## config.mk

```make
export PLATFORM = sky130hd
export DESIGN_NAME = cle_unlock_seq_flat
export DESIGN_NICKNAME = d
export VERILOG_FILES = /design/src/rtl/cle_unlock_seq_if.sv /design/src/rtl/cle_unlock_seq.sv /design/src/flat_wrapper.sv
export SDC_FILE = /design/constraint.sdc
export NUM_CORES = 1
export LEC_CHECK = 0
export ABC_AREA = 1
export CAP_MARGIN = 20
export CELL_PAD_IN_SITES_DETAIL_PLACEMENT = 0
export CELL_PAD_IN_SITES_GLOBAL_PLACEMENT = 1
export CORE_UTILIZATION = 41
export CTS_CLUSTER_SIZE = 28
export DETAILED_ROUTE_END_ITERATION = 12
export PLACE_DENSITY_LB_ADDON = 0.1
export SLEW_MARGIN = 10
export SYNTH_ARGS = -nofsm -noshare
export SYNTH_HDL_FRONTEND = slang
export SYNTH_SLANG_ARGS = --single-unit
```

## constraint.sdc

```tcl
create_clock -name clk -period 4.55 [get_ports clk]
set_input_delay 0.91 -clock clk [delete_from_list [all_inputs] [get_ports clk]]
set_output_delay 0.91 -clock clk [all_outputs]
set_load 0.01 [all_outputs]
```

## src/rtl/cle_unlock_seq_if.sv

```systemverilog
// Bus-side access qualifiers seen by the CLE unlock sequencer.
// The master drives one access per bus_valid pulse; the sequencer only observes.
interface cle_unlock_seq_if;
  logic       bus_valid;
  logic       sser;
  logic [9:0] ba;
  logic       br_w;

  modport master (
    output bus_valid,
    output sser,
    output ba,
    output br_w
  );

  modport slave (
    input bus_valid,
    input sser,
    input ba,
    input br_w
  );
endinterface

```

## src/rtl/cle_unlock_seq.sv

```systemverilog
// Address-sequence unlock controller gating SDRD read strobes for the CLE serial-data window.
// Optional write-relock behaviour is enabled with `define CLE_RELOCK_WRITE_EN.
//
// state   | meaning
// LOCKED  | idle, waiting for the first key nibble
// S1..S3  | 1..3 key nibbles matched, inter-step timer running
// UNLOCK  | window reads produce sdrd_en until the grant count is used up
// LOCKOUT | too many failed attempts, all accesses ignored for LOCKOUT_CYC clocks
module cle_unlock_seq #(
  parameter logic [15:0] KEY         = 16'h2A5C,
  parameter int          TIMEOUT     = 64,
  parameter int          GRANTS      = 8,
  parameter int          MAX_FAIL    = 3,
  parameter int          LOCKOUT_CYC = 1024,
  localparam int         FW          = $clog2(MAX_FAIL + 1)
) (
  input  logic                  clk,
  input  logic                  rst_n,
  cle_unlock_seq_if.slave       bus,
  output logic                  unlocked,
  output logic                  sdrd_en,
  output logic                  lockout,
  output logic [2:0]            state,
  output logic [FW-1:0]         fail_cnt
);

  localparam int TSPAN = (TIMEOUT > LOCKOUT_CYC) ? TIMEOUT : LOCKOUT_CYC;
  localparam int TW    = $clog2(TSPAN + 1);
  localparam int GW    = $clog2(GRANTS + 1);

  localparam logic [TW-1:0] TO_END = TW'(TIMEOUT);
  localparam logic [TW-1:0] LO_END = TW'(LOCKOUT_CYC);
  localparam logic [TW-1:0] T_SAT  = TW'(TSPAN);
  localparam logic [GW-1:0] G_LOAD = GW'(GRANTS);
  localparam logic [GW-1:0] G_LAST = GW'(1);
  localparam logic [FW-1:0] F_MAX  = FW'(MAX_FAIL);

  typedef enum logic [2:0] {
    LOCKED  = 3'd0,
    S1      = 3'd1,
    S2      = 3'd2,
    S3      = 3'd3,
    UNLOCK  = 3'd4,
    LOCKOUT = 3'd5
  } state_e;

  state_e        state_q, state_nxt;
  logic [TW-1:0] timer_q, timer_nxt, timer_inc;
  logic [GW-1:0] grant_q, grant_nxt;
  logic [FW-1:0] fail_q, fail_nxt, fail_inc;
  logic          sdrd_nxt;
  logic          win;
  logic          relock_wr;
  logic [3:0]    nib;
  logic [3:0]    key_exp;
  logic          unused_ba;

  // BA11..BA8 play no part in the window decode or the key match.
  assign unused_ba = ^bus.ba[7:4];

  assign nib = bus.ba[3:0];
  assign win = bus.bus_valid & ~bus.sser & ~bus.ba[9] & bus.ba[8] & bus.br_w;

`ifdef CLE_RELOCK_WRITE_EN
  assign relock_wr = bus.bus_valid & ~bus.sser & ~bus.ba[9] & bus.ba[8] & ~bus.br_w;
`else
  assign relock_wr = 1'b0;
`endif

  assign timer_inc = (timer_q == T_SAT) ? timer_q : timer_q + TW'(1);
  assign fail_inc  = (fail_q == F_MAX) ? fail_q : fail_q + FW'(1);

  always_comb begin
    key_exp = KEY[15:12];
    case (state_q)
      S1:      key_exp = KEY[11:8];
      S2:      key_exp = KEY[7:4];
      S3:      key_exp = KEY[3:0];
      default: key_exp = KEY[15:12];
    endcase
  end

  always_comb begin
    state_nxt = state_q;
    timer_nxt = timer_q;
    grant_nxt = grant_q;
    fail_nxt  = fail_q;
    sdrd_nxt  = 1'b0;

    case (state_q)
      LOCKED: begin
        timer_nxt = '0;
        if (win && (nib == KEY[15:12])) begin
          state_nxt = S1;
        end
      end

      S1, S2, S3: begin
        // A window access is resolved before a coincident timeout.
        if (win) begin
          timer_nxt = '0;
          if (nib == key_exp) begin
            case (state_q)
              S1:      state_nxt = S2;
              S2:      state_nxt = S3;
              default: begin
                state_nxt = UNLOCK;
                grant_nxt = G_LOAD;
                fail_nxt  = '0;
              end
            endcase
          end else begin
            fail_nxt = fail_inc;
            if (fail_inc == F_MAX) begin
              state_nxt = LOCKOUT;
            end else if (nib == KEY[15:12]) begin
              state_nxt = S1;
            end else begin
              state_nxt = LOCKED;
            end
          end
        end else if (relock_wr) begin
          state_nxt = LOCKED;
          timer_nxt = '0;
        end else if (timer_inc == TO_END) begin
          state_nxt = LOCKED;
          timer_nxt = '0;
        end else begin
          timer_nxt = timer_inc;
        end
      end

      UNLOCK: begin
        if (win) begin
          sdrd_nxt  = 1'b1;
          timer_nxt = '0;
          grant_nxt = grant_q - GW'(1);
          if (grant_q == G_LAST) begin
            state_nxt = LOCKED;
          end
        end else if (relock_wr) begin
          state_nxt = LOCKED;
          timer_nxt = '0;
          grant_nxt = '0;
        end else if (timer_inc == TO_END) begin
          state_nxt = LOCKED;
          timer_nxt = '0;
          grant_nxt = '0;
        end else begin
          timer_nxt = timer_inc;
        end
      end

      LOCKOUT: begin
        if (timer_inc == LO_END) begin
          state_nxt = LOCKED;
          timer_nxt = '0;
          fail_nxt  = '0;
        end else begin
          timer_nxt = timer_inc;
        end
      end

      default: begin
        state_nxt = LOCKED;
        timer_nxt = '0;
        grant_nxt = '0;
      end
    endcase
  end

  always_ff @(posedge clk or negedge rst_n) begin
    if (!rst_n) begin
      state_q  <= LOCKED;
      timer_q  <= '0;
      grant_q  <= '0;
      fail_q   <= '0;
      sdrd_en  <= 1'b0;
      unlocked <= 1'b0;
      lockout  <= 1'b0;
    end else begin
      state_q  <= state_nxt;
      timer_q  <= timer_nxt;
      grant_q  <= grant_nxt;
      fail_q   <= fail_nxt;
      sdrd_en  <= sdrd_nxt;
      unlocked <= (state_nxt == UNLOCK);
      lockout  <= (state_nxt == LOCKOUT);
    end
  end

  assign state    = state_q;
  assign fail_cnt = fail_q;

endmodule

```

## src/flat_wrapper.sv

```systemverilog
// flat-port wrapper written by rule: the top's interface ports become plain ports
module cle_unlock_seq_flat 
#(
  parameter logic [15:0] KEY         = 16'h2A5C,
  parameter int          TIMEOUT     = 64,
  parameter int          GRANTS      = 8,
  parameter int          MAX_FAIL    = 3,
  parameter int          LOCKOUT_CYC = 1024,
  localparam int         FW          = $clog2(MAX_FAIL + 1)
)
  (clk, rst_n, unlocked, sdrd_en, lockout, state, fail_cnt, bus_bus_valid, bus_sser, bus_ba, bus_br_w);
  cle_unlock_seq_if bus_i ();
  input  logic clk;
  input  logic rst_n;
  output logic unlocked;
  output logic sdrd_en;
  output logic lockout;
  output logic [2:0] state;
  output logic [FW-1:0] fail_cnt;
  input wire logic [$bits(bus_i.bus_valid)-1:0] bus_bus_valid;
  input wire logic [$bits(bus_i.sser)-1:0] bus_sser;
  input wire logic [$bits(bus_i.ba)-1:0] bus_ba;
  input wire logic [$bits(bus_i.br_w)-1:0] bus_br_w;
  assign bus_i.bus_valid = bus_bus_valid;
  assign bus_i.sser = bus_sser;
  assign bus_i.ba = bus_ba;
  assign bus_i.br_w = bus_br_w;
  cle_unlock_seq #(.KEY(KEY), .TIMEOUT(TIMEOUT), .GRANTS(GRANTS), .MAX_FAIL(MAX_FAIL), .LOCKOUT_CYC(LOCKOUT_CYC)) u_core (.clk(clk), .rst_n(rst_n), .bus(bus_i), .unlocked(unlocked), .sdrd_en(sdrd_en), .lockout(lockout), .state(state), .fail_cnt(fail_cnt));
endmodule
```

# Yosys cells after proc, flatten, opt, wreduce, memory -nomap -nowiden
# Index checks and enable logic that the tools add are counted.
word_totals:
  inputBits: 15
  wordCells: 78
  reg_bits: 23
  out_inout_bits: 8
op_classes:
  muxes: 31
  n_addsub: 3
  n_reduce_logical: 9
  bitwise: 7
  eq_ne: 21
op_table:
  columns: ["op", "n"]
  rows:
  - ["two-way mux 11 bit", 4]
  - ["two-way mux 3 bit", 8]
  - ["case mux 4 bit (3 select lines)", 2]
  - ["equality test 11 bit (second input constant)", 2]
  - ["case mux 11 bit (2 select lines)", 1]
  - ["two-way mux 4 bit", 5]
  - ["equality test 3 bit (second input constant)", 4]
  - ["case mux 3 bit (4 select lines)", 1]
  - ["adder 11 x 1 -> 11 bit (second input constant)", 1]
  - ["equality test 11 x 7 -> 1 bit (second input constant)", 1]
  - ["two-way mux 2 bit", 5]
  - ["equality test 3 x 2 -> 1 bit (second input constant)", 2]
  - ["inequality test 2 x 1 -> 1 bit (second input constant)", 3]
  - ["case mux 3 bit (2 select lines)", 1]
  - ["AND reduction 5 bit", 1]
  - ["AND 1 bit", 4]
  - ["equality test 2 bit (second input constant)", 2]
  - ["equality test 4 x 1 -> 1 bit (second input constant)", 1]
  - ["equality test 4 x 2 -> 1 bit (second input constant)", 1]
  - ["equality test 4 bit", 1]
  - ["case mux 2 bit (2 select lines)", 1]
  - ["AND reduction 4 bit", 1]
  - ["OR reduction 2 bit", 2]
  - ["OR reduction 4 bit", 1]
  - ["other kinds (12)", 16]

# Depth between registers and ports, before layout
logic_depth:
  ltp_word: 9
  mapped_depth: 16
  mapped_depth_nobuf: 16

# Worst setup path after synthesis
# No wires, ideal clock.
synth_path:
  kind: "input to register"
  from: "input port bus_bus_valid"
  to: "register u_core.grant_q[0]"
  setup_slack_ns: 2.474
  setup_ns: 0.127
  required_time_ns: 4.423
  n_path_buf: 0
  stages: 9
  arrival_ns: 1.949
  path_cell_list: "inv_1 nor2_1 nand4_2 inv_1 nor2_1 nor4_1 nand2_1 nand2_1 o21ai_0"
synth_between:
  elab_chain_len: 6
  elab_cells_between_ends: 9
  classes_between: "eq/ne: 2; mux: 2; bitwise: 4; reduce/logical: 1"
synth_rtl:
  columns: ["element", "line", "rtl"]
  rows:
  - ["start: declaration", "flat_wrapper.sv:20", "input wire logic [$bits(bus_i.bus_valid)-1:0] bus_bus_valid;"]
  - ["AND 1 bit (*) (4 in a row)", "cle_unlock_seq.sv:62", "assign win = bus.bus_valid & ~bus.sser & ~bus.ba[9] & bus.ba[8] & bus.br_w;"]
  - ["inequality test 3 x 1 -> 1 bit (no line) (tied with other cells)", null, null]
  - ["AND reduction 5 bit (no line) / case mux 4 bit (3 select lines) (equally long branches)", null, null]
  - ["end signal: assignment", "cle_unlock_seq.sv:184", "grant_q <= grant_nxt;"]
  - ["end: declaration", "cle_unlock_seq.sv:49", "logic [GW-1:0] grant_q, grant_nxt;"]
# Mark *: on every way between the ends. The rest lies on a longest branch, timed or not.
# A chain may end at the register's enable or synchronous reset.

# Worst setup path after layout
layout_path:
  from: "input port bus_bus_valid"
  to: "register u_core.grant_q[1]"
# The elaborated chain is that of the path after synthesis.

==> reports/results.tsv <==
metric	value	unit
clk_pin_slew	0.08	ns
tritoncts	done	
seq_area_frac_synth	0.348	
ys_seq_elements	23	
yosys_warnings	0	
path_class	in -> reg	
register_area	576	um2
cp.required	4.70	ns
synth_area_per_cell	6.71	um2
synthToLayoutAreaGrowth	17.8	%
post-route-period-util	0.558	
postCtsSetupBuffers	0	
synthCells	246	
peakVddDrop	0.0982	mV
drive_gt1_frac	0.0896	
initial_core_util	0.438	
synthDistinctLibCells	29	
first_iter_violations	38	
io_pins	23	
viasPerCell	4.72	
totalWireLength	3530	um
clock_latency	0.26	ns
grt_start_max_net_pins	15	
worst_setup_path_start_kind	input pin	
grt.total_usage	0.193	
dp_hpwl	2940	um
wl_per_cell	11.2	um
maxCapViolCount	0	
coreArea	3770	um2
cp_cell_sequence	clkdlybuf4s50_1, inv_1, nor2_1, nand4_2, inv_1, nor2_1, nor4_1, nand2_1, nand2_1, o21ai_0	
grt.overflow.total	0	
yosys.area.top_type_share	0.348	
powerDensity	184	nW/um2
slowest_stage	clkdlybuf4s50_1	
vias	1491	
slew_viol_final	0	
finClkSkew	0.00177	ns
cpPeakStageDelay	0.45	ns
fin_crit	2.54	ns
synth_area_leaders	dfrtp_1, nand2_1, inv_1	
setup_viol	0	
grt_pass1_wl	6380	um
netlist_area	1650	um2
synth_area_leader_cell	dfrtp_1	
power.leakage	0.972	nW
dieArea	4290	um2
fill_cells	395	
hp-class	reg -> reg	
finalSetupTns	0	ns
gp_congestion	0.837	
row_count	22	
numPortBuffers	18	
first_pass_iters	5	
htreeDepth	1	
fmax	394	MHz
cts_buffers	3	
multi_input_area	892	um2
cts_root_buffer	clkbuf_8	
worstPathMaxFanout	9	
antenna_found_initial	0	
critical_path_arrival	2.69	ns
fin_util	0.516	
drtAntennaViolNets	0	
cp_num_buf_inv	3	
tightestPinTransition	0.522	ns
synth_fp_nets	265	
cpLargestDelayFamily	simple AND/OR/NAND/NOR gates	
die_w	65.5	um
fin_nets	288	
status	finished clean	
hold_viol	0	
cts_hold_buf	0	
num_antenna_cells	0	
clockBufferDepth	2	
grt_pass1_vias	1464	
cts_resized	0	
die_y	65.5	um
relSlewSlack	0.651	
synth_edf_count	0	
ys.flop_type	dfrtp_1	
end_kind	register	
drcViolationCount	0	
async_reset_ff_frac	1.00	
rsz0062_at_grt	no	
clock_sinks	23	
-- per-layer routing --
layer	track usage	up-vias	part of all wire
li1	-	813	-
met1	0.228	667	0.45
met2	0.366	9	0.53
met3	0.0208	2	0.014
met4	0.0489	0	0.0071
met5	0	-	0
-- per-stage QoR --
stage / cell area (um2) / hold slack [ns] / worst slack (ns) / instances / total power, mW
final: 1950 / 0.495 / 2.01 / 316 / 0.358
after global routing: 1950 / 0.525 / 1.86 / 316 / 0.375
after CTS: 1950 / 0.504 / 2.01 / 316 / 0.364
after detailed placement: 1900 / 0.482 / 1.74 / 312 / 0.235
after global placement: 1880 / 0.469 / 1.76 / 311 / 0.234
after floorplan: 1650 / 0.453 / 2.47 / 246 / 0.218
-- flip-flops by register name, indices dropped and copies added (netlist names) --
| register | flops |
|---|---|
| u_core.sdrd_en | 1 |
| u_core.grant_q | 4 |
| u_core.timer_q | 11 |
| u_core.state | 3 |
| u_core.unlocked | 1 |
| u_core.fail_cnt | 2 |
| u_core.lockout | 1 |
-- worst paths after layout --
check	startpoint	end	slack [ns]	depth (start not counted)
min in group asynchronous	rst_n	u_core.grant_q[2]$_DFFE_PN0P_	0.99	1
hold / removal	u_core.grant_q[1]$_DFFE_PN0P_	u_core.grant_q[1]$_DFFE_PN0P_	0.50	2
max in group asynchronous	rst_n	u_core.timer_q[5]$_DFF_PN0_	3.09	2
hold reg to reg	u_core.grant_q[1]$_DFFE_PN0P_	u_core.grant_q[1]$_DFFE_PN0P_	0.50	2
setup / recovery	bus_bus_valid	u_core.grant_q[1]$_DFFE_PN0P_	2.01	10
setup reg to reg	u_core.timer_q[1]$_DFF_PN0_	u_core.timer_q[4]$_DFF_PN0_	2.49	12
-- Yosys cell counts, types with 2 or more instances --
cell,count
a21oi_1,3
a21oi_4,2
dfrtp_1,23
ha_1,4
inv_1,44
inv_2,2
nand2_1,63
nand2_2,4
nand3_1,13
nand3_2,2
nand3b_1,2
nand4_1,5
nor2_1,35
nor2_2,4
nor3_1,9
nor4_1,2
o211ai_1,2
o21ai_0,8
o21ai_1,4
o21ai_2,2
xor2_1,5
-- layout by cell type (no fill, tap or decap), drive strengths merged --
master | Yosys | routed
nand4 | 6 | 6
clkdlybuf4s50 | 0 | 18
nor3 | 9 | 9
nand2 | 67 | 67
nor4 | 2 | 2
a21oi | 5 | 5
xor2 | 5 | 5
ha | 4 | 4
buf | 1 | 1
clkbuf | 0 | 3
or3 | 1 | 1
o211ai | 2 | 2
o21bai | 1 | 1
clkinv | 1 | 2
nor2 | 40 | 40
dfrtp | 23 | 23
a211oi | 1 | 1
or2 | 1 | 1
nand3b | 2 | 2
o21ai | 14 | 14
inv | 46 | 46
nand3 | 15 | 15
-- kinds of logic (layout without fill, tap and decap cells) --
family / after synthesis / in the layout / synth area share
compound gates: 23 / 23 / 0.0939
xor+xnor: 5 / 5 / 0.0265
fa+ha+maj: 4 / 4 / 0.0303
buf+inv: 48 / 70 / 0.111
flops: 23 / 23 / 0.348
simple gates: 143 / 143 / 0.389
-- power by group --
| part | total, mW | internal (mW) | switching (mW) |
|---|---|---|---|
| clock | 0.127 | 0.0610 | 0.0659 |
| sequential | 0.206 | 0.205 | 0.000918 |
| combinational | 0.0247 | 0.0135 | 0.0113 |
| total | 0.358 | 0.280 | 0.0781 |
-- cell type report --
cell class / count / area share
well taps: 48 / 0.0309
clock inverters: 1 / 0.00257
repair buffers: 19 / 0.100
clock buffers: 3 / 0.0212
flip-flops and latches: 23 / 0.296
inverters: 47 / 0.0907
multi-input cells: 175 / 0.459
-- worst min-delay path, stage by stage, from the launching register on --
cell	delay [ns]
dfrtp_1	0.35
nand2_1	0.05
o21ai_0	0.06
(Power assumes the default switching activity.)
